$ cat src/rtl/pipe_stage_skid_reg.sv
// rtl/pipe_stage_skid_reg.sv - elastic pipeline stage register with 2-entry skid buffer
// Main entry drives the outputs; the skid entry absorbs the one-cycle-late downstream stall.
module pipe_stage_skid_reg #(
   parameter int                 CTRL_W      = 4,
   parameter int                 DATA_W      = 69,
   parameter logic [CTRL_W-1:0]  BUBBLE_CTRL = '0,
   parameter int                 CNT_W       = 16
) (
   input  logic              Clk,
   input  logic              Reset_n,
   input  logic              Flush,
   input  logic              In_Valid,
   output logic              In_Ready,
   input  logic [CTRL_W-1:0] In_Ctrl,
   input  logic [DATA_W-1:0] In_Data,
   output logic              Out_Valid,
   input  logic              Out_Ready,
   output logic [CTRL_W-1:0] Out_Ctrl,
   output logic [DATA_W-1:0] Out_Data,
   output logic [CNT_W-1:0]  StallCount
);

   typedef enum logic [1:0] {
      ST_EMPTY = 2'd0,
      ST_ONE   = 2'd1,
      ST_FULL  = 2'd2
   } state_t;

   state_t            state_q, state_d;
   logic              ready_q;
   logic              valid_q, valid_d;
   logic [CTRL_W-1:0] ctrl_q, ctrl_d;
   logic [DATA_W-1:0] data_q, data_d;
   logic [CTRL_W-1:0] skid_ctrl_q, skid_ctrl_d;
   logic [DATA_W-1:0] skid_data_q, skid_data_d;
   logic [CNT_W-1:0]  cnt_q;

   logic accept;
   logic issue;

   assign accept = In_Valid & ready_q;
   assign issue  = valid_q & Out_Ready;

   always_comb begin
      state_d     = state_q;
      valid_d     = valid_q;
      ctrl_d      = ctrl_q;
      data_d      = data_q;
      skid_ctrl_d = skid_ctrl_q;
      skid_data_d = skid_data_q;
      case (state_q)
         ST_EMPTY: begin
            if (accept) begin
               state_d = ST_ONE;
               valid_d = 1'b1;
               ctrl_d  = In_Ctrl;
               data_d  = In_Data;
            end
         end
         ST_ONE: begin
            if (accept && issue) begin
               ctrl_d = In_Ctrl;
               data_d = In_Data;
            end else if (accept) begin
               state_d     = ST_FULL;
               skid_ctrl_d = In_Ctrl;
               skid_data_d = In_Data;
            end else if (issue) begin
               // Leaving the last entry: bubble the control bundle, keep data stable.
               state_d = ST_EMPTY;
               valid_d = 1'b0;
               ctrl_d  = BUBBLE_CTRL;
            end
         end
         ST_FULL: begin
            if (issue) begin
               state_d = ST_ONE;
               ctrl_d  = skid_ctrl_q;
               data_d  = skid_data_q;
            end
         end
         default: begin
            state_d = ST_EMPTY;
            valid_d = 1'b0;
            ctrl_d  = BUBBLE_CTRL;
         end
      endcase
   end

   always_ff @(posedge Clk) begin
      if (!Reset_n) begin
         state_q     <= ST_EMPTY;
         ready_q     <= 1'b0;
         valid_q     <= 1'b0;
         ctrl_q      <= BUBBLE_CTRL;
         data_q      <= '0;
         skid_ctrl_q <= '0;
         skid_data_q <= '0;
      end else if (Flush) begin
         state_q <= ST_EMPTY;
         ready_q <= 1'b1;
         valid_q <= 1'b0;
         ctrl_q  <= BUBBLE_CTRL;
      end else begin
         state_q     <= state_d;
         ready_q     <= (state_d != ST_FULL);
         valid_q     <= valid_d;
         ctrl_q      <= ctrl_d;
         data_q      <= data_d;
         skid_ctrl_q <= skid_ctrl_d;
         skid_data_q <= skid_data_d;
      end
   end

   // Stall counting looks at the pre-flush output state, so a flushed stall still counts.
   always_ff @(posedge Clk) begin
      if (!Reset_n) begin
         cnt_q <= '0;
      end else if (valid_q && !Out_Ready && (cnt_q != {CNT_W{1'b1}})) begin
         cnt_q <= cnt_q + CNT_W'(1);
      end
   end

   assign In_Ready   = ready_q;
   assign Out_Valid  = valid_q;
   assign Out_Ctrl   = ctrl_q;
   assign Out_Data   = data_q;
   assign StallCount = cnt_q;

endmodule

$ cat config.mk
export PLATFORM = sky130hd
export DESIGN_NAME = pipe_stage_skid_reg
export DESIGN_NICKNAME = d
export VERILOG_FILES = /design/src/rtl/pipe_stage_skid_reg.sv
export SDC_FILE = /design/constraint.sdc
export NUM_CORES = 1
export LEC_CHECK = 0
export BUFFER_PORTS_ARGS = -buffer_cell sky130_fd_sc_hd__buf_2
export CELL_PAD_IN_SITES_DETAIL_PLACEMENT = 0
export CELL_PAD_IN_SITES_GLOBAL_PLACEMENT = 1
export CORE_MARGIN = 3
export CORE_UTILIZATION = 40
export CTS_BUF_LIST = sky130_fd_sc_hd__clkbuf_8
export DETAILED_ROUTE_END_ITERATION = 7
export PLACE_DENSITY = 0.81
export SYNTH_ARGS = -nofsm -noshare
export SYNTH_HDL_FRONTEND = slang
export SYNTH_SLANG_ARGS = --single-unit
$ cat constraint.sdc
create_clock -name Clk -period 2.3 [get_ports Clk]
set_input_delay 0.23 -clock Clk [delete_from_list [all_inputs] [get_ports Clk]]
set_output_delay 0.23 -clock Clk [all_outputs]
set_load 0.02 [all_outputs]
==> impl_metrics.json <==
{
  "outcome": "completed",
  "synth_adder_area_share_pct": 0.1766,
  "synthMuxAreaShare_pct": 0.1413,
  "syn_area_sq_mm": 0.007086,
  "synth_area_leaders": "dfxtp_1 (47%), nand2_1 (16%), o221a_2 (11%), nand3b_1 (7.4%), a21oi_1 (6.2%)",
  "via_per_inst": 5.310,
  "yosys.cell_types.count": 46,
  "synth_compound_area_share_pct": 20.85,
  "dieArea_sq_mm": 0.01935,
  "nFillCells": 1754,
  "ys_seq_elements": 166,
  "drive_above_1_share_pct": 29.06,
  "fin_util_pct": 49.34,
  "cts.repair.resized": 0,
  "yosysMostFrequentCell": "nand2_1",
  "synth-edff-count": 0,
  "dieWidth_um": 139.1,
  "final-seq-area_sq_mm": 0.003323,
  "final_cells": 1225,
  "final_cell_area_sq_mm": 0.008534,
  "cp_data_required_time_ns": 2.68,
  "startpoint_type": "register",
  "clockPowerShare_pct": 36.4,
  "synth_top_area_share_pct": 46.90,
  "grt_use_total_pct": 20.33,
  "p_switching_mw": 1.426,
  "coreArea_sq_mm": 0.01730,
  "yosysTopAreaCell": "dfxtp_1",
  "grt_max_degree": 77,
  "synth_xor_area_share_pct": 0.1236,
  "seq_area_frac_synth_pct": 46.90,
  "fin_crit_ns": 2.060,
  "drv_cap": 0,
  "maxSlewViolCount": 0,
  "drc_errors": 0,
  "p_per_area_mw_per_mm2": 662.1,
  "min_path_type": "in2reg",
  "num_vias": 6505,
  "place_area_sq_mm": 0.008102,
  "worst_setup_path_end_kind": "register",
  "ios": 169,
  "p_total_mw": 5.651,
  "hpwlAfterDp_um": 12330,
  "synthCells": 852,
  "clockBufferDepth": 2,
  "nNetsFinal": 1064,
  "pwr-share-comb_pct": 10.6,
  "rows": 48,
  "hold_violations": 0,
  "syn-num-nets": 931,
  "insertion_delay_ns": 0.44,
  "start_util_pct": 40.96,
  "p_int_mw": 4.225,
  "drt_pre_antenna_iters": 6,
  "numPortBuffers": 168,
  "die_h_um": 139.1,
  "grt_pass1_wl_um": 32640,
  "setup-violations-final": 0,
  "dp_cells": 1187,
  "pwr-share-seq_pct": 53.0,
  "final_antenna_net_count": 0,
  "cts_made_buffers": 17,
  "cts.sinks": 166,
  "synth_top_family_by_area": "simple AND/OR/NAND/NOR gates",
  "place.gp.congestion": 0.8302,
  "max-slew-margin-rel_pct": 43.09,
  "setup_tns_ns": 0,
  "peakVddDrop_mv": 0.4154,
  "yosys.area_share.simple_pct": 27.37,
  "initialDrtViolationCount": 419,
  "wl_per_cell_um": 15.99,
  "finClkSkew_ns": 0.009818,
  "drt-total-wl_um": 19590,
  "grt_antenna_before_repair": 2,
  "multi_input_area_sq_mm": 0.003476,
  "netSwitchingFraction_pct": 25.23,
  "clock.fmax_ghz": 0.4855,
  "async_flop_share_pct": 0,
  "ctsHtreeMaxLevel": 4,
  "arrival_ns": 2.44,
  "syn_area_per_cell_sq_um": 8.316,
  "syn_to_final_growth_pct": 20.45,
  "path_class": "reg2reg",
  "synthTopCellsByCount": "nand2_1 (294), dfxtp_1 (166), a21oi_1 (88), nand3b_1 (70), o221a_2 (69)",
  "synth-main-ff-cell": "dfxtp_1",
  "clkTransAtPathRegs_ns": 0.09,
  "clock-root-buffer": "clkbuf_8",
  "rsz0062_at_grt": "false",
  "power.leakage_nw": 3.444,
  "first_global_vias": 6154,
  "finalCritPeriodShare_pct": 89.55,
  "tightestPinTransition_ns": 0.8537,
  "yosysWarnings": 0,
  "critPathMaxFanout": 49,
  "cts_tree": "done",
  "grt_overflow_total": 0
}
cells by family (layout without fill, tap and decap cells):
family	after synthesis	in the layout
flops	166	166
mux	1	1
buf+inv	79	225
fa+ha+maj	1	1
simple gates	412	412
other cells	0	2
compound gates	192	192
xor+xnor	1	1
critical path, stage by stage, from the launching register on:
cell and delay [ns]:
dfxtp_1 0.53, nand4bb_1 0.22, o211a_4 0.37, buf_4 0.56, o221a_2 0.30
power groups by stage:
stage               logic, mW  clock network (mW)  registers, mW
CTS                     0.604                2.12           3.00
finish                  0.597                2.06           3.00
detailed placement      0.598                   0           3.06
global placement        0.595                   0           3.06
floorplan               0.274                   0           3.14
global route            0.656                2.25           3.01
layer usage:
layer | vias up | share of wire, % | track usage, %
li1 | 3256 | - | -
met1 | 3067 | 46 | 27.10
met2 | 155 | 47 | 33.04
met3 | 27 | 4.9 | 4.207
met4 | 0 | 2.0 | 6.746
met5 | - | 0 | 0
flip-flops by register name (all words and copies together) (netlist names):
| signal | cells |
|---|---|
| In_Ready | 1 |
| skid_data_q | 69 |
| Out_Data | 69 |
| StallCount | 16 |
| skid_ctrl_q | 4 |
| state_q | 2 |
| Out_Ctrl | 4 |
| Out_Valid | 1 |
cells in the final DEF, fill, tap and decap left out, types with 3 or more instances in the layout:
| cell | synthesis | routed |
|---|---|---|
| nand2_1 | 294 | 294 |
| buf_2 | 11 | 168 |
| dfxtp_1 | 166 | 166 |
| a21oi_1 | 88 | 88 |
| nand3b_1 | 70 | 70 |
| o221a_2 | 69 | 69 |
| clkbuf_8 | 0 | 20 |
| buf_4 | 1 | 14 |
| nand4_1 | 7 | 7 |
| o21ai_0 | 7 | 7 |
| inv_1 | 3 | 7 |
| or3_1 | 7 | 7 |
| nor2_1 | 6 | 6 |
| nand3_1 | 5 | 5 |
| or4_1 | 6 | 5 |
| o31ai_1 | 5 | 5 |
| o21a_1 | 4 | 4 |
| a22oi_1 | 4 | 4 |
| o2bb2ai_1 | 4 | 4 |
| dlygate4sd3_1 | 0 | 4 |
| clkinv_2 | 0 | 3 |
| clkinvlp_4 | 0 | 3 |
| buf_12 | 0 | 3 |
final timing paths:
path / startpoint / end / slack [ns] / depth (start not counted)
setup / recovery: state_q[0] / Out_Data[17] / 0.24 / 4
hold / removal: In_Data[20] / skid_data_q[20] / 0.04 / 3
setup reg to reg: state_q[0] / Out_Data[17] / 0.24 / 4
hold reg to reg: skid_data_q[4] / skid_data_q[4] / 0.46 / 2
stage by stage:
stage          hold WS, ns  worst slack, ns
3_5_place_dp        0.4465           0.2476
4_1_cts           0.001772           0.2441
3_3_place_gp        0.4404           0.2991
5_1_grt           0.007084          0.07791
2_1_floorplan       0.3660           0.3912
6_report           0.03593           0.2403
repair_timing:
action | CTS | global route
setup endpoints to repair | 0 | 0
hold buffers | 3 | 1
hold endpoints to repair | 3 | 1
setup buffers | 0 | 0
layout make-up:
class | count | area share (%)
Clock buffer | 20 | 3.225
Clock inverter | 12 | 1.319
Timing Repair Buffer | 189 | 12.26
Inverter | 4 | 0.1759
Sequential cell | 166 | 38.94
Multi-Input combinational cell | 607 | 40.73
Tap cell | 225 | 3.299
Antenna cell | 2 | 0.05864
Power figures use the tool's default switching activity.
